==> config.mk <==
export PLATFORM = sky130hd
export DESIGN_NAME = lcd_text_ctrl
export DESIGN_NICKNAME = d
export VERILOG_FILES = /design/src/rtl/lcd_text_ctrl_pkg.sv /design/src/rtl/lcd_delay_cnt.sv /design/src/rtl/lcd_text_ctrl.sv
export SDC_FILE = /design/constraint.sdc
export NUM_CORES = 1
export LEC_CHECK = 0
export CAP_MARGIN = 25
export CORE_MARGIN = 1
export CORE_UTILIZATION = 60
export CTS_CLUSTER_SIZE = 24
export DETAILED_ROUTE_END_ITERATION = 10
export GPL_ROUTABILITY_DRIVEN = 0
export PLACE_DENSITY = 0.87
export SLEW_MARGIN = 40
export SYNTH_ARGS = -nofsm -noshare
export SYNTH_HDL_FRONTEND = slang
export SYNTH_SLANG_ARGS = --single-unit
==> constraint.sdc <==
create_clock -name clk_i -period 4.7 [get_ports clk_i]
set_input_delay 0.94 -clock clk_i [delete_from_list [all_inputs] [get_ports clk_i]]
set_output_delay 0.94 -clock clk_i [all_outputs]
set_load 0.01 [all_outputs]
==> src/rtl/lcd_text_ctrl_pkg.sv <==
// ============================================================================
// Module : lcd_text_ctrl_pkg
// Brief  : Shared HD44780 command constants, FSM states and init ROM.
// Rev    : 1.0
// ============================================================================
`default_nettype none

package lcd_text_ctrl_pkg;

  localparam int CNT_W    = 21;
  localparam int RS_BIT   = 8;
  localparam int INIT_LEN = 6;

  localparam logic [7:0] FUNC_SET_8B2L = 8'h38;
  localparam logic [7:0] DISP_ON       = 8'h0C;
  localparam logic [7:0] CLEAR         = 8'h01;
  localparam logic [7:0] ENTRY_INC     = 8'h06;
  localparam logic [7:0] SET_DDRAM     = 8'h80;
  localparam logic [7:0] LINE1_BASE    = 8'h40;

  typedef enum logic [2:0] {
    ST_PWRUP     = 3'd0,
    ST_INIT_SEND = 3'd1,
    ST_INIT_WAIT = 3'd2,
    ST_IDLE      = 3'd3,
    ST_CHAR_SEND = 3'd4,
`ifdef LCD_AUTOWRAP_EN
    ST_ADDR_SEND = 3'd5,
`endif
    ST_CLR_SEND  = 3'd6,
    ST_CLR_WAIT  = 3'd7
  } state_e;

  function automatic logic [7:0] init_rom(input logic [2:0] idx);
    case (idx)
      3'd0, 3'd1, 3'd2: return FUNC_SET_8B2L;
      3'd3:             return DISP_ON;
      3'd4:             return CLEAR;
      3'd5:             return ENTRY_INC;
      default:          return 8'h00;
    endcase
  endfunction

endpackage

`default_nettype wire

==> src/rtl/lcd_delay_cnt.sv <==
// ============================================================================
// Module : lcd_delay_cnt
// Brief  : Loadable down-counter that stops at zero; zero_o flags expiry.
// Rev    : 1.0
// ============================================================================
`default_nettype none

module lcd_delay_cnt #(
  parameter int              WIDTH   = 21,
  parameter logic [WIDTH-1:0] RST_VAL = '0
) (
  input  logic             clk_i,
  input  logic             rst_n_i,
  input  logic             load_i,
  input  logic [WIDTH-1:0] value_i,
  output logic             zero_o
);

  logic [WIDTH-1:0] cnt_q, cnt_d;

  always_comb begin
    cnt_d = cnt_q;
    if (load_i) begin
      cnt_d = value_i;
    end else if (cnt_q != '0) begin
      cnt_d = cnt_q - 1'b1;
    end
  end

  always_ff @(posedge clk_i) begin
    if (!rst_n_i) begin
      cnt_q <= RST_VAL;
    end else begin
      cnt_q <= cnt_d;
    end
  end

  assign zero_o = (cnt_q == '0);

endmodule

`default_nettype wire

==> src/rtl/lcd_text_ctrl.sv <==
// ============================================================================
// Module : lcd_text_ctrl
// Brief  : HD44780 init sequencer and character/clear front-end for lcd_drv.
//          Define LCD_AUTOWRAP_EN to enable automatic line wrap.
// Rev    : 1.0
// ============================================================================
`default_nettype none

module lcd_text_ctrl #(
  parameter int PWRUP_CYC = 1_500_000,
  parameter int GAP1_CYC  = 410_000,
  parameter int CLR_CYC   = 164_000,
  parameter int COLS      = 16,
  parameter int LINES     = 2
) (
  input  logic       clk_i,
  input  logic       rst_n_i,
  input  logic [7:0] char_i,
  input  logic       char_valid_i,
  output logic       char_ready_o,
  input  logic       clr_i,
  output logic       init_done_o,
  output logic [8:0] data_o,
  output logic       data_valid_o,
  input  logic       device_ready_i
);

  import lcd_text_ctrl_pkg::*;

  localparam int               COL_W    = (COLS > 1) ? $clog2(COLS) : 1;
  localparam logic [COL_W-1:0] COL_LAST = COL_W'(COLS - 1);
  // Counter exits in the cycle it reads zero, so load N-1 for an N-cycle wait.
  localparam logic [CNT_W-1:0] PWRUP_LD = CNT_W'(PWRUP_CYC - 1);
  localparam logic [CNT_W-1:0] GAP1_LD  = CNT_W'(GAP1_CYC - 1);
  localparam logic [CNT_W-1:0] CLR_LD   = CNT_W'(CLR_CYC - 1);

  generate
    if (LINES < 1 || LINES > 2) begin : g_bad_lines
      $error("lcd_text_ctrl: LINES must be 1 or 2");
    end
  endgenerate

  state_e           state_q, state_d;
  logic [8:0]       data_q, data_d;
  logic             valid_q, valid_d;
  logic             done_q, done_d;
  logic [2:0]       idx_q, idx_d;
  logic [COL_W-1:0] col_q, col_d;
  logic             row_q, row_d;
  logic             cnt_load;
  logic [CNT_W-1:0] cnt_value;
  logic             cnt_zero;
  logic             xfer;
  logic             char_take;

  lcd_delay_cnt #(
    .WIDTH   (CNT_W),
    .RST_VAL (PWRUP_LD)
  ) u_delay (
    .clk_i   (clk_i),
    .rst_n_i (rst_n_i),
    .load_i  (cnt_load),
    .value_i (cnt_value),
    .zero_o  (cnt_zero)
  );

  assign xfer         = valid_q & device_ready_i;
  assign char_ready_o = (state_q == ST_IDLE) & done_q & ~clr_i;
  assign char_take    = char_ready_o & char_valid_i;

  always_comb begin
    state_d   = state_q;
    data_d    = data_q;
    idx_d     = idx_q;
    col_d     = col_q;
    row_d     = row_q;
    done_d    = done_q;
    cnt_load  = 1'b0;
    cnt_value = GAP1_LD;

    case (state_q)
      ST_PWRUP: begin
        if (cnt_zero) begin
          state_d = ST_INIT_SEND;
          idx_d   = 3'd0;
          data_d  = {1'b0, init_rom(3'd0)};
        end
      end
      ST_INIT_SEND: begin
        if (xfer) begin
          // Stage the next ROM word now so a gap-free word follows back-to-back.
          idx_d  = idx_q + 3'd1;
          data_d = {1'b0, init_rom(idx_q + 3'd1)};
          if (idx_q == 3'd0) begin
            state_d  = ST_INIT_WAIT;
            cnt_load = 1'b1;
          end else if (idx_q == 3'd4) begin
            state_d   = ST_INIT_WAIT;
            cnt_load  = 1'b1;
            cnt_value = CLR_LD;
          end else if (idx_q == 3'(INIT_LEN - 1)) begin
            state_d = ST_IDLE;
            done_d  = 1'b1;
          end
        end
      end
      ST_INIT_WAIT: begin
        if (cnt_zero) state_d = ST_INIT_SEND;
      end
      ST_IDLE: begin
        if (clr_i) begin
          state_d = ST_CLR_SEND;
          data_d  = {1'b0, CLEAR};
        end else if (char_take) begin
          state_d = ST_CHAR_SEND;
          data_d  = {1'b1, char_i};
        end
      end
      ST_CHAR_SEND: begin
        if (xfer) begin
`ifdef LCD_AUTOWRAP_EN
          if (col_q == COL_LAST) begin
            col_d   = '0;
            row_d   = (LINES > 1) ? ~row_q : 1'b0;
            state_d = ST_ADDR_SEND;
            data_d  = {1'b0, SET_DDRAM | (row_d ? LINE1_BASE : 8'h00)};
          end else begin
            col_d   = col_q + 1'b1;
            state_d = ST_IDLE;
          end
`else
          if (col_q != COL_LAST) col_d = col_q + 1'b1;
          state_d = ST_IDLE;
`endif
        end
      end
`ifdef LCD_AUTOWRAP_EN
      ST_ADDR_SEND: begin
        if (xfer) state_d = ST_IDLE;
      end
`endif
      ST_CLR_SEND: begin
        if (xfer) begin
          state_d   = ST_CLR_WAIT;
          cnt_load  = 1'b1;
          cnt_value = CLR_LD;
        end
      end
      ST_CLR_WAIT: begin
        if (cnt_zero) begin
          state_d = ST_IDLE;
          col_d   = '0;
          row_d   = 1'b0;
        end
      end
      default: state_d = ST_PWRUP;
    endcase

    valid_d = (state_d == ST_INIT_SEND) || (state_d == ST_CHAR_SEND) ||
`ifdef LCD_AUTOWRAP_EN
              (state_d == ST_ADDR_SEND) ||
`endif
              (state_d == ST_CLR_SEND);
  end

  always_ff @(posedge clk_i) begin
    if (!rst_n_i) begin
      state_q <= ST_PWRUP;
      data_q  <= '0;
      valid_q <= 1'b0;
      done_q  <= 1'b0;
      idx_q   <= '0;
      col_q   <= '0;
      row_q   <= 1'b0;
    end else begin
      state_q <= state_d;
      data_q  <= data_d;
      valid_q <= valid_d;
      done_q  <= done_d;
      idx_q   <= idx_d;
      col_q   <= col_d;
      row_q   <= row_d;
    end
  end

  assign data_o       = data_q;
  assign data_valid_o = valid_q;
  assign init_done_o  = done_q;

endmodule

`default_nettype wire
==> impl_metrics.json <==
{
  "grt_pass1_vias": 1826,
  "clock_skew_ns": 0.00492,
  "cts_setup_buffers": 0,
  "period_minus_slack_ns": 3.57,
  "core_um2": 3440,
  "synthesis.nets": 290,
  "p_int_uw": 456,
  "clkTransAtPathRegs_ns": 0.07,
  "ant_nets": 0,
  "yosysWarnings": 0,
  "cp-end-kind": "primary output",
  "grt_util_all_layers_pct": 27.0,
  "synthSimpleGateAreaFrac_pct": 29.0,
  "port_buffers": 24,
  "cts_sinks": 38,
  "crit_required_ns": 3.76,
  "syn_area_um2": 2220,
  "yosysSeqAreaShare_pct": 34.3,
  "synth-seq-cells": 38,
  "die_height_um": 62.8,
  "synth_top_area_share_pct": 34.3,
  "cap_violations": 0,
  "start_kind": "input pin",
  "totalWireLength_mm": 4.93,
  "synth_adder_area_share_pct": 5.64,
  "drtIter0Drc": 208,
  "combPwrFrac_pct": 4.8,
  "final_hold_viol_count": 0,
  "worst_ep_arrival_time_ns": 2.63,
  "final_area_um2": 2560,
  "synth.largest_area_cell": "dfxtp_1",
  "finalSetupViolCount": 0,
  "relSlewSlack_pct": 57.4,
  "layout.nets": 309,
  "synth_top_flop_cell": "dfxtp_1",
  "hold_class": "register to register",
  "num_vias": 1991,
  "clockBufferDepth": 2,
  "syn_inst": 267,
  "vias_per_cell": 5.98,
  "slew_violations": 0,
  "muxShareOfSynthArea_pct": 1.92,
  "tns_ns": 0,
  "placed_area_um2": 2470,
  "power_uw": 585,
  "fmax_mhz": 280,
  "grt_max_degree": 24,
  "die-area_um2": 3950,
  "crit_type": "input pin to primary output",
  "outcome": "completed",
  "numCtsBuffers": 5,
  "worst_pin_slew_ns": 0.638,
  "rsz0062_at_grt": "no",
  "clk_latency_ns": 0.29,
  "cts_tree": "yes",
  "yosysUniqueCellTypes": 51,
  "power.switching_uw": 129,
  "grt-ovfl-total": 0,
  "hold_buffers": 0,
  "switching_share_pct": 22.0,
  "initial_core_util_pct": 64.5,
  "final_common_cell": "dfxtp_1",
  "layout_common_cells": "dfxtp_1 (38), nand2_1 (26), clkdlybuf4s50_1 (24), nor2_1 (21), a21oi_1 (19)",
  "routedWlPerCell_um": 14.8,
  "p_leak_nw": 0.870,
  "synthArstFlopShare_pct": 0,
  "dp_hpwl_mm": 3.63,
  "grt_pass1_wl_mm": 8.36,
  "post-route-period-util_pct": 76.0,
  "p_clk_share_pct": 39.5,
  "ys_top_cells_by_area": "dfxtp_1 (34%), ha_1 (5.6%), nand2_1 (4.4%)",
  "h-tree-depth": 2,
  "ir_drop_v": 0.000200,
  "power.density_nw_per_um2": 228,
  "die_x_um": 62.8,
  "rows": 21,
  "synth_compound_area_share_pct": 19.1,
  "synth_top_family_by_area": "simple AND/OR/NAND/NOR gates",
  "cts.repair.resized": 0,
  "insertedDiodeCount": 0,
  "root_buffer": "clkbuf_8",
  "synth_xor_area_share_pct": 6.31,
  "io_pins": 25,
  "cp_max_fo": 4,
  "p_seq_share_pct": 55.8,
  "drtPass1Iterations": 4,
  "antenna_found_initial": 0,
  "drive_gt1_share_pct": 7.67,
  "synth_edf_count": 0,
  "syn_area_per_cell_um2": 8.31,
  "drc": 0,
  "syn2layout_area_growth_pct": 15.3
}
==> per-layer routing <==
metal,track usage (%),vias to the layer above,share of wire (%)
met2,41.2,63,45
li1,-,1002,-
met4,12.8,0,1.8
met3,5.84,9,5.7
met1,36.0,917,47
met5,0,-,0
==> Yosys cell counts (2+ instances only) <==
| cell type | number |
|---|---|
| nand4_1 | 4 |
| ha_1 | 10 |
| xor2_1 | 5 |
| nand3_1 | 8 |
| nor4_1 | 5 |
| and2_1 | 4 |
| nand2_1 | 26 |
| nand2b_1 | 2 |
| inv_1 | 9 |
| a21oi_1 | 19 |
| o211ai_1 | 3 |
| a21o_1 | 2 |
| a31o_2 | 4 |
| nor3b_1 | 2 |
| nor4_4 | 3 |
| or3_1 | 3 |
| o21bai_1 | 2 |
| a211oi_1 | 5 |
| o21ai_0 | 18 |
| dfxtp_1 | 38 |
| o21a_1 | 3 |
| nor2_1 | 21 |
| nor4b_1 | 2 |
| a31oi_1 | 6 |
| xnor2_1 | 11 |
| buf_2 | 3 |
| clkbuf_1 | 9 |
| mux2i_1 | 2 |
| nor3_1 | 13 |
| nor2b_1 | 4 |
==> cell type report <==
class                   instances  area, um^2
repair buffers                 24         240
well taps                      46        57.6
clock inverters                 1        5.00
multi-input cells             208        1380
fillers                       265         882
flip-flops and latches         38         761
clock buffers                   7        86.3
inverters                       9        33.8
==> critical path, cell delays in order <==
cell and delay (ns):
clkdlybuf4s50_1 0.46, nor4bb_1 0.50, and2_1 0.20, clkdlybuf4s50_1 0.53
==> power by group through the flow <==
stage               registers, mW  logic, mW  clock network, mW
global route                0.326     0.0302              0.250
CTS                         0.326     0.0275              0.235
detailed placement          0.333     0.0272                  0
finish                      0.326     0.0279              0.231
floorplan                   0.333     0.0127                  0
global placement            0.333     0.0264                  0
==> final timing paths <==
path	slack, ns	from	to	cells past startpoint
worst max register to register	2.44	state_q[1]$_SDFF_PN0_	data_valid_o$_SDFF_PN0_	5
worst max-delay path	1.13	clr_i	char_ready_o	4
worst min register to register	0.46	data_o[6]$_SDFFE_PN0P_	data_o[6]$_SDFFE_PN0P_	2
worst min-delay path	0.46	data_o[6]$_SDFFE_PN0P_	data_o[6]$_SDFFE_PN0P_	2
==> stage by stage <==
stage                     worst slack, ns  util (%)  hold slack [ns]  std cells
final                                1.13      74.4            0.459        333
after global routing                0.997      74.4            0.470        333
after CTS                            1.13      74.4            0.460        333
after detailed placement             1.13      71.7            0.450        325
after global placement               1.19      71.7            0.446        325
after floorplan                      2.20         -            0.480        267
==> logic make-up after synthesis <==
| group | count (synthesis) |
|---|---|
| xor+xnor | 16 |
| mux | 4 |
| simple gates | 110 |
| flops | 38 |
| fa+ha+maj | 10 |
| compound gates | 68 |
| buf+inv | 21 |
==> state kept, by name (all words and copies together), names as in the netlist <==
| name | flops |
|---|---|
| u_delay.cnt_q | 21 |
| data_o | 9 |
| idx_q | 3 |
| state_q | 3 |
| data_valid_o | 1 |
| init_done_o | 1 |
Note: power is estimated with default switching activity, not from simulation.
